$ cat config.mk
export PLATFORM = sky130hd
export DESIGN_NAME = jit_sequencer_flat
export DESIGN_NICKNAME = d
export VERILOG_FILES = /design/src/rtl/jit_sequencer_if.sv /design/src/rtl/jit_sequencer.sv /design/src/flat_wrapper.sv
export SDC_FILE = /design/constraint.sdc
export NUM_CORES = 1
export LEC_CHECK = 0
export BUFFER_PORTS_ARGS = -buffer_cell sky130_fd_sc_hd__buf_2
export CAP_MARGIN = 20
export CORE_MARGIN = 3
export CORE_UTILIZATION = 55
export DETAILED_ROUTE_END_ITERATION = 10
export PLACE_DENSITY = 0.82
export SLEW_MARGIN = 20
export SYNTH_ARGS = -nofsm -noshare
export SYNTH_HDL_FRONTEND = slang
export SYNTH_SLANG_ARGS = --single-unit
export TNS_END_PERCENT = 5
$ cat constraint.sdc
create_clock -name clk -period 7.4 [get_ports clk]
set_input_delay 1.48 -clock clk [delete_from_list [all_inputs] [get_ports clk]]
set_output_delay 1.48 -clock clk [all_outputs]
set_load 0.005 [all_outputs]
$ cat src/rtl/jit_sequencer_if.sv
// Opcode, ROM, emitter and status signals of the JVM-to-ARM micro-sequencer.
// master = sequencer side, slave = surrounding environment (decoder, ROMs, emitter).
interface jit_sequencer_if;
    logic       op_valid;
    logic [7:0] op_code;
    logic       op_ready;
    logic [8:0] rom_adr;
    logic [6:0] rom_inst;
    logic [8:0] rom_next;
    logic       inst_valid;
    logic [6:0] inst_id;
    logic       inst_ready;
    logic       seq_done;
    logic [5:0] inst_cnt;
    logic       err;
    logic [1:0] err_code;
    logic       err_clr;

    modport master (
        input  op_valid, op_code, rom_inst, rom_next, inst_ready, err_clr,
        output op_ready, rom_adr, inst_valid, inst_id, seq_done, inst_cnt, err, err_code
    );

    modport slave (
        output op_valid, op_code, rom_inst, rom_next, inst_ready, err_clr,
        input  op_ready, rom_adr, inst_valid, inst_id, seq_done, inst_cnt, err, err_code
    );
endinterface

$ cat src/rtl/jit_sequencer.sv
// Walks the instruction-id / next-address ROM chain for one JVM opcode and emits ARM ids.
// Define JIT_SEQ_LOOP_GUARD_EN to bound each chain to MAX_STEPS lookups (err_code 2).
module jit_sequencer #(
    parameter int unsigned MAX_STEPS = 32
) (
    input  logic           clk,
    input  logic           rst_n,
    jit_sequencer_if.master bus
);
    typedef enum logic [1:0] {S_IDLE, S_LOOKUP, S_EMIT, S_ERR} state_t;

    localparam logic [5:0] STEP_LIMIT = 6'(MAX_STEPS);
    localparam logic [6:0] INST_BAD   = 7'h7F;

    state_t     state_q;
    logic [8:0] adr_q;
    logic [6:0] inst_q;
    logic [8:0] next_q;
    logic [5:0] cnt_q;
    logic       first_q;
    logic       done_q;
    logic [1:0] err_code_q;
    logic       at_limit;

`ifdef JIT_SEQ_LOOP_GUARD_EN
    logic [5:0] step_q;
    assign at_limit = (step_q == STEP_LIMIT);
`else
    logic unused_step_limit;
    assign unused_step_limit = ^STEP_LIMIT;
    assign at_limit = 1'b0;
`endif

    assign bus.op_ready   = (state_q == S_IDLE);
    assign bus.inst_valid = (state_q == S_EMIT);
    assign bus.err        = (state_q == S_ERR);
    assign bus.rom_adr    = adr_q;
    assign bus.inst_id    = inst_q;
    assign bus.inst_cnt   = cnt_q;
    assign bus.seq_done   = done_q;
    assign bus.err_code   = err_code_q;

    always_ff @(posedge clk or negedge rst_n) begin
        if (!rst_n) begin
            state_q    <= S_IDLE;
            adr_q      <= '0;
            inst_q     <= '0;
            next_q     <= '0;
            cnt_q      <= '0;
            first_q    <= 1'b0;
            done_q     <= 1'b0;
            err_code_q <= 2'd0;
`ifdef JIT_SEQ_LOOP_GUARD_EN
            step_q     <= '0;
`endif
        end else begin
            done_q <= 1'b0;
            case (state_q)
                S_IDLE: begin
                    if (bus.op_valid) begin
                        adr_q   <= {1'b0, bus.op_code};
                        cnt_q   <= '0;
                        first_q <= 1'b1;
                        state_q <= S_LOOKUP;
`ifdef JIT_SEQ_LOOP_GUARD_EN
                        step_q  <= 6'd1;
`endif
                    end
                end
                S_LOOKUP: begin
                    first_q <= 1'b0;
                    if (bus.rom_inst == INST_BAD) begin
                        err_code_q <= 2'd1;
                        state_q    <= S_ERR;
                    end else if (bus.rom_inst == 7'd0) begin
                        // A zero/zero entry on the very first lookup means the opcode has no translation.
                        if (bus.rom_next == 9'd0) begin
                            if (first_q) begin
                                err_code_q <= 2'd3;
                                state_q    <= S_ERR;
                            end else begin
                                done_q  <= 1'b1;
                                state_q <= S_IDLE;
                            end
                        end else if (at_limit) begin
                            err_code_q <= 2'd2;
                            state_q    <= S_ERR;
                        end else begin
                            adr_q <= bus.rom_next;
`ifdef JIT_SEQ_LOOP_GUARD_EN
                            step_q <= step_q + 6'd1;
`endif
                        end
                    end else begin
                        inst_q  <= bus.rom_inst;
                        next_q  <= bus.rom_next;
                        state_q <= S_EMIT;
                    end
                end
                S_EMIT: begin
                    if (bus.inst_ready) begin
                        if (cnt_q != 6'd63) cnt_q <= cnt_q + 6'd1;
                        if (next_q == 9'd0) begin
                            done_q  <= 1'b1;
                            state_q <= S_IDLE;
                        end else if (at_limit) begin
                            err_code_q <= 2'd2;
                            state_q    <= S_ERR;
                        end else begin
                            adr_q   <= next_q;
                            state_q <= S_LOOKUP;
`ifdef JIT_SEQ_LOOP_GUARD_EN
                            step_q  <= step_q + 6'd1;
`endif
                        end
                    end
                end
                S_ERR: begin
                    if (bus.err_clr) begin
                        err_code_q <= 2'd0;
                        state_q    <= S_IDLE;
                    end
                end
                default: state_q <= S_IDLE;
            endcase
        end
    end
endmodule

$ cat src/flat_wrapper.sv
// flat-port wrapper written by rule: the top's interface ports become plain ports
module jit_sequencer_flat 
#(
    parameter int unsigned MAX_STEPS = 32
)
  (clk, rst_n, bus_op_valid, bus_op_code, bus_rom_inst, bus_rom_next, bus_inst_ready, bus_err_clr, bus_op_ready, bus_rom_adr, bus_inst_valid, bus_inst_id, bus_seq_done, bus_inst_cnt, bus_err, bus_err_code);
  jit_sequencer_if bus_i ();
  input  logic clk;
  input  logic rst_n;
  input wire logic [$bits(bus_i.op_valid)-1:0] bus_op_valid;
  input wire logic [$bits(bus_i.op_code)-1:0] bus_op_code;
  input wire logic [$bits(bus_i.rom_inst)-1:0] bus_rom_inst;
  input wire logic [$bits(bus_i.rom_next)-1:0] bus_rom_next;
  input wire logic [$bits(bus_i.inst_ready)-1:0] bus_inst_ready;
  input wire logic [$bits(bus_i.err_clr)-1:0] bus_err_clr;
  output wire logic [$bits(bus_i.op_ready)-1:0] bus_op_ready;
  output wire logic [$bits(bus_i.rom_adr)-1:0] bus_rom_adr;
  output wire logic [$bits(bus_i.inst_valid)-1:0] bus_inst_valid;
  output wire logic [$bits(bus_i.inst_id)-1:0] bus_inst_id;
  output wire logic [$bits(bus_i.seq_done)-1:0] bus_seq_done;
  output wire logic [$bits(bus_i.inst_cnt)-1:0] bus_inst_cnt;
  output wire logic [$bits(bus_i.err)-1:0] bus_err;
  output wire logic [$bits(bus_i.err_code)-1:0] bus_err_code;
  assign bus_i.op_valid = bus_op_valid;
  assign bus_i.op_code = bus_op_code;
  assign bus_i.rom_inst = bus_rom_inst;
  assign bus_i.rom_next = bus_rom_next;
  assign bus_i.inst_ready = bus_inst_ready;
  assign bus_i.err_clr = bus_err_clr;
  assign bus_op_ready = bus_i.op_ready;
  assign bus_rom_adr = bus_i.rom_adr;
  assign bus_inst_valid = bus_i.inst_valid;
  assign bus_inst_id = bus_i.inst_id;
  assign bus_seq_done = bus_i.seq_done;
  assign bus_inst_cnt = bus_i.inst_cnt;
  assign bus_err = bus_i.err;
  assign bus_err_code = bus_i.err_code;
  jit_sequencer #(.MAX_STEPS(MAX_STEPS)) u_core (.clk(clk), .rst_n(rst_n), .bus(bus_i));
endmodule
==> results.py <==
metrics = {
    "sta": {
        "layout_min_cycle_time_ns": 3.429,
        "final-setup-viol-count": 0,
        "timing_worst_slew_pin_value_ns": 0.7800,
        "timing.setup.tns_ns": 0,
        "clock-skew-final_ns": 0.005254,
        "hold_viol": 0,
        "max_clock_freq_mhz": 291.6,
        "final-max-slew-violation-count": 0,
        "final_min_period_over_clock_period_pct": 46.34,
        "timing.slew.headroom_pct": 48.00,
        "rsz0062_at_grt": "no",
    },
    "worst_setup_path": {
        "end_kind": "register",
        "worst_path_max_delay_cell": "sky130_fd_sc_hd__a2111oi_4",
        "path_delay_family": "simple AND/OR/NAND/NOR gates",
        "worstSetupStartpoint": "bus_rom_inst[3]",
        "critPathRequiredTime_ns": 7.63,
        "r2r-start": "u_core.state_q[0]$_DFFE_PN0P_",
        "critical_path_cell_count": 6,
        "critical_path_cell_by_cell": "buf_2 -> or4_4 -> nor4_4 -> a21oi_2 -> a2111oi_4 -> mux2_2",
        "worstPathArrival_ns": 3.66,
        "rr_worst_depth": 6,
        "startpoint_class": "input pin",
        "worst-setup-path-type": "in -> reg",
        "path_max_fanout": 9,
        "worst-path-buf-inv": 1,
        "critical_path.max_stage_delay_ns": 0.64,
    },
    "cts": {
        "h-tree-depth": 2,
        "cts_post_setup_buffers_inserted": 0,
        "cts.clk_slew.worst_paths_ns": 0.11,
        "cts_made_buffers": 5,
        "cts_root_buffer": "sky130_fd_sc_hd__clkbuf_4",
        "cts-hold-fix-buffers": 0,
        "postCtsResizedCells": 0,
        "cts_num_sinks": 37,
        "tritoncts": "built",
        "clk_latency_ns": 0.34,
        "cts_buffer_depth": 2,
    },
    "floorplan": {
        "std_cell_rows": 20,
        "fp.dieW_um": 65.13,
        "io_pins": 57,
        "coreArea_mm2": 0.003203,
        "die_height_um": 65.13,
        "effective_utilization_at_floorplan_pct": 60.04,
        "dieArea_mm2": 0.004242,
    },
    "hold_path": {
        "whs_path_depth": 1,
        "hold_class": "reg -> reg",
        "launch_point_of_the_worst_hold_path": "u_core.bus.inst_id[6]$_DFFE_PN0P_",
    },
    "detailed_routing": {
        "drt_first_iter_violations": 95,
        "dr.max_layer_used": "met4",
        "viasPerCell": 5.838,
        "routed_metal_1_wirelength_um": 1819,
        "wl_per_instance_um": 16.02,
        "wirelength_um": 4438,
        "route.antenna.remaining_nets": 0,
        "wl_met2_um": 2342,
        "drt-pass1-iter-count": 4,
        "vias": 1617,
        "remaining_drc_errors": 0,
        "route.met3.wl_um": 217,
    },
    "global_route": {
        "antenna_violations_before_repair": 0,
        "grt_max_degree": 38,
        "first_global_vias": 1695,
        "globalRoute.totalOverflow": 0,
        "grt_first_pass_wirelength_um": 7803,
        "grt.total_usage_pct": 23.74,
    },
    "synthesis": {
        "synth-seq-cells": 37,
        "cell_count_after_synthesis": 175,
        "yosys.cell_types.count": 36,
        "yosys-top-cells-area": "sky130_fd_sc_hd__dfrtp_1, sky130_fd_sc_hd__mux2_2, sky130_fd_sc_hd__a22oi_1",
        "yosysSeqAreaShare_pct": 48.15,
        "area_of_the_mapped_netlist_mm2": 0.001923,
        "yosysTopAreaCellShare_pct": 48.15,
        "ys.warnings.count": 0,
        "synthDominantAreaCellType": "sky130_fd_sc_hd__dfrtp_1",
        "mapped_avg_cell_area_um2": 10.99,
        "syn_nets": 209,
    },
    "placement": {
        "place_congestion": 0.8560,
        "count_of_buffers_inserted_at_the_top_level_ports": 56,
        "placed_area_mm2": 0.002241,
        "dp.final_hpwl_um": 3393,
    },
    "cells_and_area": {
        "mostFrequentLayoutCell": "sky130_fd_sc_hd__buf_2",
        "antennaDiodeCount": 0,
        "post-route-cell-area_mm2": 0.002350,
        "area_growth_syn_to_layout_pct": 22.19,
        "layout_common_cells": "sky130_fd_sc_hd__buf_2, sky130_fd_sc_hd__dfrtp_1, sky130_fd_sc_hd__mux2_2, sky130_fd_sc_hd__nor2_1",
        "drive_gt1_share_pct": 41.63,
        "fin_util_pct": 73.36,
        "final.fill_count": 243,
        "nets": 266,
    },
    "pwr": {
        "leakage_nw": 1.078,
        "power_density_mw_per_mm2": 425.0,
        "vdd_drop_max_mv": 0.2688,
    },
    "run": {
        "cap_viol_max_count": 0,
    },
    "outcome": {
        "outcome": "finished clean",
    },
}
## cells in the mapped netlist
| cell | n |
|---|---|
| sky130_fd_sc_hd__o32a_1 | 1 |
| sky130_fd_sc_hd__and3_1 | 1 |
| sky130_fd_sc_hd__nand2_1 | 11 |
| sky130_fd_sc_hd__a32o_1 | 1 |
| sky130_fd_sc_hd__a21oi_1 | 11 |
| sky130_fd_sc_hd__mux2_2 | 25 |
| sky130_fd_sc_hd__nor2b_1 | 7 |
| sky130_fd_sc_hd__ha_1 | 5 |
| sky130_fd_sc_hd__nand2b_1 | 1 |
| sky130_fd_sc_hd__a21oi_2 | 1 |
| sky130_fd_sc_hd__nor3_1 | 4 |
| sky130_fd_sc_hd__nor4_4 | 1 |
| sky130_fd_sc_hd__a211o_1 | 2 |
| sky130_fd_sc_hd__o31ai_1 | 2 |
| sky130_fd_sc_hd__or4_4 | 1 |
| sky130_fd_sc_hd__o21ai_0 | 7 |
| sky130_fd_sc_hd__a211oi_1 | 1 |
| sky130_fd_sc_hd__nor4_1 | 2 |
| sky130_fd_sc_hd__nor2_1 | 12 |
| sky130_fd_sc_hd__inv_1 | 6 |
| sky130_fd_sc_hd__a22o_1 | 1 |
| sky130_fd_sc_hd__clkbuf_1 | 6 |
| sky130_fd_sc_hd__dfrtp_1 | 37 |
| sky130_fd_sc_hd__o311ai_0 | 1 |
| sky130_fd_sc_hd__or4_1 | 3 |
| sky130_fd_sc_hd__o21a_1 | 1 |
| sky130_fd_sc_hd__nand3_1 | 3 |
| sky130_fd_sc_hd__nand4_1 | 3 |
| sky130_fd_sc_hd__o221a_2 | 1 |
| sky130_fd_sc_hd__or2_2 | 1 |
| sky130_fd_sc_hd__a31oi_1 | 2 |
| sky130_fd_sc_hd__a2111oi_4 | 1 |
| sky130_fd_sc_hd__a22oi_1 | 9 |
| sky130_fd_sc_hd__nor3b_1 | 1 |
| sky130_fd_sc_hd__nor3_2 | 1 |
| sky130_fd_sc_hd__o41ai_1 | 2 |
## flip-flops by register name, indices dropped and copies added, names as in the netlist
register,flops
u_core.bus.rom_adr,9
u_core.next_q,9
u_core.bus.inst_id,7
u_core.bus.inst_cnt,6
u_core.bus.err_code,2
u_core.state_q,2
u_core.bus.seq_done,1
u_core.first_q,1
## report_power, final
group / internal, mW / switching, mW / total, mW
combinational: 0.238 / 0.239 / 0.478
clock: 0.105 / 0.0681 / 0.173
sequential: 0.289 / 0.0590 / 0.348
## worst paths after layout
path                                                     end  slack (ns)
min                        u_core.bus.inst_id[6]$_DFFE_PN0P_        0.52
max                        u_core.bus.rom_adr[6]$_DFFE_PN0P_        3.97
min reg2reg                u_core.bus.inst_id[6]$_DFFE_PN0P_        0.52
max in group asynchronous  u_core.bus.rom_adr[1]$_DFFE_PN0P_        5.70
min in group asynchronous      u_core.state_q[0]$_DFFE_PN0P_        1.20
max reg2reg                u_core.bus.rom_adr[6]$_DFFE_PN0P_        4.60
## layout make-up
| class | instances | area [um2] | area share (%) |
|---|---|---|---|
| clock inverters | 3 | 65.06 | 2.769 |
| clock buffers | 5 | 37.54 | 1.597 |
| multi-input cells | 126 | 963.4 | 41.00 |
| flip-flops and latches | 37 | 925.9 | 39.40 |
| inverters | 6 | 22.52 | 0.9585 |
| well taps | 44 | 55.05 | 2.343 |
| repair buffers | 56 | 280.3 | 11.93 |
## layer usage
| layer | vias to the layer above | GRT usage, % |
|---|---|---|
| met1 | 791 | 28.97 |
| met5 | - | 0 |
| met4 | 0 | 8.031 |
| li1 | 766 | - |
| met3 | 8 | 5.470 |
| met2 | 52 | 41.38 |
## metrics by stage
step | std cells | total power [mW] | hold WS [ns] | setup WS [ns]
CTS | 277 | 1.001 | 0.5203 | 4.033
global placement | 269 | 0.7955 | 0.4862 | 3.748
global route | 277 | 1.072 | 0.5357 | 3.870
detailed placement | 269 | 0.8265 | 0.4939 | 3.646
finish | 277 | 0.9986 | 0.5171 | 3.971
floorplan | 175 | 0.6769 | 0.4918 | 4.031
## kinds of logic after synthesis
| kind of cell | after synthesis | synth area share [%] |
|---|---|---|
| DFF | 37 | 48.15 |
| adders and majority gates | 5 | 3.253 |
| buffers and inverters | 12 | 2.342 |
| and+or+nand+nor | 52 | 14.96 |
| AOI/OAI and AO/OA | 44 | 16.66 |
| muxes | 25 | 14.64 |
(Power assumes the default switching activity.)
